`config.mk`:
```
export PLATFORM = sky130hd
export DESIGN_NAME = gemm_tile_sched
export DESIGN_NICKNAME = d
export VERILOG_FILES = /design/src/rtl/gemm_pkg.sv /design/src/rtl/gemm_tile_sched_addr.sv /design/src/rtl/gemm_tile_sched.sv
export SDC_FILE = /design/constraint.sdc
export NUM_CORES = 1
export LEC_CHECK = 0
export ABC_CLOCK_PERIOD_IN_PS = 9600
export CAP_MARGIN = 20
export CORE_AREA = 2 2 148 150
export DETAILED_ROUTE_END_ITERATION = 10
export DIE_AREA = 0 0 150 152
export DONT_BUFFER_PORTS = 1
export GPL_TIMING_DRIVEN = 0
export SETUP_SLACK_MARGIN = 0.2
export SLEW_MARGIN = 0
export SYNTH_ARGS = -nofsm -noshare
export SYNTH_HDL_FRONTEND = slang
export SYNTH_SLANG_ARGS = --single-unit
```
`constraint.sdc`:
```
create_clock -name clk -period 9.6 [get_ports clk]
set_clock_uncertainty 0.15 [all_clocks]
set_input_delay 0.96 -clock clk [delete_from_list [all_inputs] [get_ports clk]]
set_output_delay 0.96 -clock clk [all_outputs]
set_load 0.02 [all_outputs]
```
`src/rtl/gemm_pkg.sv`:
```
// Shared types for the GEMM tile sequencer.
// States, error codes and the latched job configuration.
package gemm_pkg;

  localparam int SYS_ROW    = 4;
  localparam int SYS_COL    = 4;
  localparam int DATA_WIDTH = 16;
  localparam int ADDR_WIDTH = 8;
  localparam int ACCUM_ADDR = 8;

  typedef enum logic [3:0] {
    S_IDLE,
    S_CLR,
    S_LOAD_W,
    S_FILL,
    S_COMPUTE,
    S_WAIT_HI,
    S_WAIT_LO,
    S_STEP,
    S_FINISH
  } sched_state_e;

  localparam logic [1:0] ERR_NONE    = 2'b00;
  localparam logic [1:0] ERR_CFG     = 2'b01;
  localparam logic [1:0] ERR_TIMEOUT = 2'b10;

  typedef struct packed {
    logic [DATA_WIDTH-1:0] m;
    logic [DATA_WIDTH-1:0] k_tiles;
    logic [DATA_WIDTH-1:0] n_tiles;
    logic [ADDR_WIDTH-1:0] w_base;
    logic [ADDR_WIDTH-1:0] in_base;
    logic [ACCUM_ADDR-1:0] acc_base;
  } tile_cfg_t;

endpackage

```
`src/rtl/gemm_tile_sched_addr.sv`:
```
// Tile address generator: weight, input and accumulator bases.
// Registers the bases when the sequencer enters CLR or LOAD_W.
module tile_addr_gen
  import gemm_pkg::*;
(
  input  logic                  clk,
  input  logic                  rst,
  input  logic                  ld_clr_i,
  input  logic                  ld_w_i,
  input  logic [DATA_WIDTH-1:0] n_i,
  input  logic [DATA_WIDTH-1:0] k_i,
  input  logic [DATA_WIDTH-1:0] m_i,
  input  logic [DATA_WIDTH-1:0] k_tiles_i,
  input  logic [ADDR_WIDTH-1:0] w_base_i,
  input  logic [ADDR_WIDTH-1:0] in_base_i,
  input  logic [ACCUM_ADDR-1:0] acc_base_i,
  output logic [ADDR_WIDTH-1:0] w_addr_o,
  output logic [ADDR_WIDTH-1:0] in_addr_o,
  output logic [ACCUM_ADDR-1:0] acc_addr_o
);

  localparam int PW = 2 * DATA_WIDTH;

  logic [PW-1:0] n_w, k_w, m_w, kt_w;
  logic [PW-1:0] w_off, in_off, acc_off;

  assign n_w  = PW'(n_i);
  assign k_w  = PW'(k_i);
  assign m_w  = PW'(m_i);
  assign kt_w = PW'(k_tiles_i);

  assign w_off   = (n_w * kt_w + k_w) * PW'(SYS_ROW);
  assign in_off  = k_w * m_w;
  assign acc_off = n_w * m_w;

  // Wrap-around of the bases is intended.
  always_ff @(posedge clk) begin
    if (rst) begin
      w_addr_o   <= '0;
      in_addr_o  <= '0;
      acc_addr_o <= '0;
    end else begin
      if (ld_clr_i)
        acc_addr_o <= ACCUM_ADDR'(PW'(acc_base_i) + acc_off);
      if (ld_w_i) begin
        w_addr_o  <= ADDR_WIDTH'(PW'(w_base_i) + w_off);
        in_addr_o <= ADDR_WIDTH'(PW'(in_base_i) + in_off);
      end
    end
  end

endmodule

```
`src/rtl/gemm_tile_sched.sv`:
```
// Tile sequencer for the systolic GEMM datapath.
// Walks the N x K weight-tile grid and paces fill, compute and drain.
module gemm_tile_sched
  import gemm_pkg::*;
#(
  parameter int FILL_LAT = 5,
  parameter int TIMEOUT  = 1024
) (
  input  logic                  clk,
  input  logic                  rst,
  input  logic                  start,
  input  logic                  abort,
  input  logic [DATA_WIDTH-1:0] cfg_m,
  input  logic [DATA_WIDTH-1:0] cfg_k_tiles,
  input  logic [DATA_WIDTH-1:0] cfg_n_tiles,
  input  logic [ADDR_WIDTH-1:0] cfg_w_base,
  input  logic [ADDR_WIDTH-1:0] cfg_in_base,
  input  logic [ACCUM_ADDR-1:0] cfg_acc_base,
  input  logic                  sys_done,
  output logic                  fifo_in_en,
  output logic [ADDR_WIDTH-1:0] w_base_addr,
  output logic [ADDR_WIDTH-1:0] in_base_addr,
  output logic                  compute_en,
  output logic [DATA_WIDTH-1:0] num_row,
  output logic                  weight_fill,
  output logic                  weight_change,
  output logic [ACCUM_ADDR-1:0] accum_wr_addr,
  output logic                  accum_clr,
  output logic                  busy,
  output logic                  done,
  output logic [1:0]            err
);

  localparam int CW = $clog2(TIMEOUT + 1);

  sched_state_e          state_q, state_d;
  tile_cfg_t             cfg_q, cfg_d;
  logic [DATA_WIDTH-1:0] n_q, n_d, k_q, k_d;
  logic [CW-1:0]         cnt_q, cnt_d;
  logic [1:0]            err_q, err_d;
  logic                  ld_clr, ld_w;
  logic [DATA_WIDTH:0]   k_inc, n_inc;
  logic                  cfg_bad;

  assign k_inc   = {1'b0, k_q} + (DATA_WIDTH+1)'(1);
  assign n_inc   = {1'b0, n_q} + (DATA_WIDTH+1)'(1);
  assign cfg_bad = (cfg_m == '0) || (cfg_k_tiles == '0) ||
                   (cfg_n_tiles == '0);

  always_ff @(posedge clk) begin
    if (rst) begin
      state_q <= S_IDLE;
      cfg_q   <= '0;
      n_q     <= '0;
      k_q     <= '0;
      cnt_q   <= '0;
      err_q   <= ERR_NONE;
    end else begin
      state_q <= state_d;
      cfg_q   <= cfg_d;
      n_q     <= n_d;
      k_q     <= k_d;
      cnt_q   <= cnt_d;
      err_q   <= err_d;
    end
  end

  always_comb begin
    state_d = state_q;
    cfg_d   = cfg_q;
    n_d     = n_q;
    k_d     = k_q;
    cnt_d   = cnt_q;
    err_d   = err_q;
    ld_clr  = 1'b0;
    ld_w    = 1'b0;
    unique case (state_q)
      S_IDLE: begin
        if (start && !abort) begin
          cfg_d = '{m: cfg_m, k_tiles: cfg_k_tiles,
                    n_tiles: cfg_n_tiles, w_base: cfg_w_base,
                    in_base: cfg_in_base, acc_base: cfg_acc_base};
          n_d   = '0;
          k_d   = '0;
          err_d = ERR_NONE;
          if (cfg_bad) begin
            err_d   = ERR_CFG;
            state_d = S_FINISH;
          end else begin
            ld_clr  = 1'b1;
            state_d = S_CLR;
          end
        end
      end
      S_CLR: begin
        ld_w    = 1'b1;
        state_d = S_LOAD_W;
      end
      S_LOAD_W: begin
        cnt_d   = '0;
        state_d = S_FILL;
      end
      S_FILL: begin
        if (cnt_q == CW'(FILL_LAT - 1))
          state_d = S_COMPUTE;
        else
          cnt_d = cnt_q + CW'(1);
      end
      S_COMPUTE: begin
        cnt_d   = '0;
        state_d = S_WAIT_HI;
      end
      S_WAIT_HI, S_WAIT_LO: begin
        // Watchdog spans both wait states.
        if (cnt_q == CW'(TIMEOUT - 1)) begin
          err_d   = ERR_TIMEOUT;
          state_d = S_FINISH;
        end else begin
          cnt_d = cnt_q + CW'(1);
          if (state_q == S_WAIT_HI && sys_done)
            state_d = S_WAIT_LO;
          if (state_q == S_WAIT_LO && !sys_done)
            state_d = S_STEP;
        end
      end
      S_STEP: begin
        if (k_inc < {1'b0, cfg_q.k_tiles}) begin
          k_d     = k_inc[DATA_WIDTH-1:0];
          ld_w    = 1'b1;
          state_d = S_LOAD_W;
        end else begin
          k_d = '0;
          if (n_inc < {1'b0, cfg_q.n_tiles}) begin
            n_d     = n_inc[DATA_WIDTH-1:0];
            ld_clr  = 1'b1;
            state_d = S_CLR;
          end else begin
            state_d = S_FINISH;
          end
        end
      end
      S_FINISH: state_d = S_IDLE;
      default:  state_d = S_IDLE;
    endcase
    if (abort && state_q != S_IDLE) begin
      state_d = S_IDLE;
      ld_clr  = 1'b0;
      ld_w    = 1'b0;
      err_d   = err_q;
    end
  end

  tile_addr_gen u_addr (
    .clk        (clk),
    .rst        (rst),
    .ld_clr_i   (ld_clr),
    .ld_w_i     (ld_w),
    .n_i        (n_d),
    .k_i        (k_d),
    .m_i        (cfg_d.m),
    .k_tiles_i  (cfg_d.k_tiles),
    .w_base_i   (cfg_d.w_base),
    .in_base_i  (cfg_d.in_base),
    .acc_base_i (cfg_d.acc_base),
    .w_addr_o   (w_base_addr),
    .in_addr_o  (in_base_addr),
    .acc_addr_o (accum_wr_addr)
  );

  assign fifo_in_en    = (state_q == S_LOAD_W);
  assign compute_en    = (state_q == S_COMPUTE);
  assign num_row       = compute_en ? cfg_q.m : '0;
  assign weight_change = compute_en;
  assign weight_fill   = compute_en && (n_q == '0) && (k_q == '0);
  assign accum_clr     = (state_q == S_CLR);
  assign busy          = (state_q != S_IDLE);
  assign done          = (state_q == S_FINISH);
  assign err           = err_q;

endmodule
```
==> flow_metrics.tcl <==
set metrics [dict create \
    netlist_instances 1295 \
    fmax_ghz 0.1113 \
    max_stage_delay_ns 0.68 \
    reg2reg_depth 32 \
    yosysUniqueCellTypes 64 \
    setup_violations 0 \
    core_sq_um 21350 \
    grt_util_all_layers_pct 26.56 \
    async_flop_share_pct 0 \
    yosysWarningCount 0 \
    grt_antenna_before_repair 0 \
    rsz0062_at_grt "no" \
    cp.required_ns 9.82 \
    crit_path_start "k_q[0]$_SDFF_PP0_" \
    fin_area_sq_um 11320 \
    postRouteAntennaNets 0 \
    multiInputGateArea_sq_um 6790 \
    cp_max_fo 10 \
    dr.max_layer_used "met4" \
    first_global_vias 8977 \
    crit_path_end_kind "flop" \
    hold_viol_final 0 \
    viasPerCell 5.508 \
    dp_hpwl_mm 22.99 \
    timing.rr.end "u_addr.w_addr_o[7]$_SDFFE_PP0P_" \
    slowest_stage "a21oi_1" \
    crit_end "u_addr.w_addr_o[7]$_SDFFE_PP0P_" \
    period_share_pct 93.55 \
    place_area_sq_um 10730 \
    syn_nets 1504 \
    area_growth_pct 9.026 \
    nets 1523 \
    start_kind "flop" \
    seqPwrFrac_pct 38.5 \
    postLayoutCoreUtil_pct 53.02 \
    cts.sinks 145 \
    rows 54 \
    grt_pass1_wl_mm 47.08 \
    cp_num_buf_inv 5 \
    stdcell_count 1607 \
    port_buffers 0 \
    drt-met1-wl_mm 12.83 \
    synth_ff_type "dfxtp_1" \
    clockBufferDepth 2 \
    r2r_slack_ns 0.62 \
    place_congestion 0.9318 \
    path_class "flop to flop" \
    initial_core_util_pct 48.63 \
    syn_area_sq_um 10380 \
    slew_headroom_pct 17.60 \
    p_int_mw 1.169 \
    n_fill_cell 2110 \
    holdPathStages 2 \
    route.detailed.wl_per_inst_microns 18.15 \
    ys_seq_area_share_pct 27.96 \
    max_cap_violations 0 \
    via_count 8852 \
    dieArea_sq_um 22800 \
    h-tree-depth 4 \
    mostFrequentLayoutCell "nand2_1" \
    first_pass_iters 5 \
    cts_tree "done" \
    route.met3.wl_mm 2.083 \
    die_w_microns 150 \
    drc 0 \
    timing.setup.tns_ns 0 \
    avgSynthCellArea_sq_um 8.017 \
    cts_buffers 17 \
    netSwitchingFraction_pct 35.95 \
    clk_latency_ns 0.44 \
    grt_overflow_total 0 \
    p_leak_nw 4.790 \
    arrival_ns 9.21 \
    power.switching_mw 0.6563 \
    seqCellArea_sq_um 2903 \
    status "finished clean" \
    hold_path_class "flop to flop" \
    rr_startpoint "k_q[0]$_SDFF_PP0_" \
    wirelength_mm 29.17 \
    drive_gt1_share_pct 5.576 \
    min_period_ns 8.981 \
    layout.cells.most_common_list "nand2_1, nor2_1, dfxtp_1" \
    met2_length_mm 13.56 \
    synth-seq-cells 145 \
    ir_worst_vdd_v 0.0001154 \
    clock_tree.root_cell "clkbuf_16" \
    totalPowerFinal_mw 1.825 \
    fp.dieH_microns 152 \
    crit_family "adder cells" \
    io_pins 126 \
    grt_max_degree 17 \
    cpMostUsedCell "ha_1" \
    worstMarginPinSlew_ns 1.202 \
    powerDensity_nw_per_um2 161.3 \
    diodes 0 \
    pwr-share-clk_pct 35.5 \
    slew_violations 0 \
    place_inst 1575 \
    first_iter_violations 537 \
    synth_edf_count 0 \
    pwr-share-comb_pct 25.9 \
    clkTransAtPathRegs_ns 0.06 \
    crit_cells 32 \
]
-- logic make-up after synthesis --
group | Yosys count | synth area share, %
flops | 145 | 27.96
compound gates | 202 | 11.92
buf+inv | 179 | 6.845
mux | 36 | 3.483
simple gates | 518 | 23.04
fa+ha+maj | 132 | 19.09
xor+xnor | 83 | 7.664
-- cell usage after synthesis (4+ instances only) --
library cell / n / area [sq um]
nor2_1: 146 / 548.0
a21o_1: 16 / 120.1
clkbuf_1: 46 / 172.7
nor4_1: 22 / 137.6
a22oi_1: 9 / 67.56
o211ai_1: 6 / 45.04
buf_2: 4 / 20.02
or2_2: 13 / 81.33
xor2_1: 29 / 254.0
nand2b_1: 9 / 56.30
and2_1: 17 / 106.4
inv_1: 120 / 450.4
xnor2_1: 49 / 429.2
nand4_1: 14 / 87.58
and4_1: 6 / 52.55
mux2i_1: 35 / 350.3
a211oi_1: 6 / 45.04
nor2b_1: 9 / 56.30
xnor3_1: 5 / 112.6
or3_1: 6 / 37.54
nor3_1: 11 / 55.05
ha_1: 88 / 1101
nand2_1: 200 / 750.7
nand3b_1: 7 / 52.55
nor4b_1: 6 / 52.55
o21bai_1: 4 / 30.03
nand3_1: 31 / 155.2
dfxtp_1: 145 / 2903
fa_1: 44 / 880.8
o21ai_0: 27 / 135.1
a21oi_1: 107 / 535.5
and3_1: 10 / 62.56
-- state kept, by name, summed over array words and instances, names as in the netlist, 4 cells and up --
signal,flops
cfg_q,72
k_q,16
n_q,16
cnt_q,11
u_addr.acc_addr_o,8
u_addr.in_addr_o,8
u_addr.w_addr_o,8
state_q,4
-- routing by layer --
layer,track usage [%],vias up
met4,8.086,0
met3,6.186,39
met2,43.05,244
li1,-,4363
met5,0,-
met1,35.15,4206
-- worst reg2reg max path: cells and delay by family (launching register included) --
kind	cells	cell delay (ns)
compound gates	5	1.67
xor+xnor	6	1.32
fa+ha+maj	8	2.78
buf+inv	5	0.40
flops	1	0.48
simple gates	8	2.14
-- per-stage QoR --
step | setup slack [ns] | hold slack, ns
after global placement | 0.2085 | 0.2867
after detailed placement | 0.1699 | 0.2945
after floorplan | 1.426 | 0.2817
after global routing | 0.2049 | 0.3158
after CTS | 0.3433 | 0.3030
final | 0.6190 | 0.3002
-- final cells by class --
cell class                 count  area share [%]
buffer                        59           2.365
clock buffer                  21           3.979
clock inverter                11          0.9506
inverter                     120           3.979
multi-input combinational    971           59.99
sequential                   145           25.64
tap                          280           3.095
-- worst min path at each step --
| stage | from | to | slack (ns) |
|---|---|---|---|
| floorplan | cfg_q[64]$_SDFFE_PP0P_ | cfg_q[64]$_SDFFE_PP0P_ | 0.28 |
| global placement | cfg_q[64]$_SDFFE_PP0P_ | cfg_q[64]$_SDFFE_PP0P_ | 0.29 |
| detailed placement | cfg_q[71]$_SDFFE_PP0P_ | cfg_q[71]$_SDFFE_PP0P_ | 0.29 |
| CTS | cfg_q[71]$_SDFFE_PP0P_ | cfg_q[71]$_SDFFE_PP0P_ | 0.30 |
| global route | cfg_q[53]$_SDFFE_PP0P_ | cfg_q[53]$_SDFFE_PP0P_ | 0.32 |
| finish | cfg_q[71]$_SDFFE_PP0P_ | cfg_q[71]$_SDFFE_PP0P_ | 0.30 |
-- power groups by stage --
stage | sequential, mW | combinational [mW] | clock (mW)
global placement | 0.716 | 0.461 | 0
floorplan | 0.708 | 0.339 | 0
CTS | 0.704 | 0.471 | 0.657
global route | 0.709 | 0.530 | 0.682
finish | 0.704 | 0.473 | 0.648
detailed placement | 0.717 | 0.468 | 0
-- what timing repair did --
item | CTS | global route
hold buffers | 0 | 0
endpoints found under the hold margin | 0 | 0
gates resized for setup | 1 | 15
pin swaps | 0 | 0
cloned | 0 | 0
setup endpoints to repair | 1 | 1
buffers inserted | 0 | 0
Note: power is estimated with default switching activity, not from simulation.
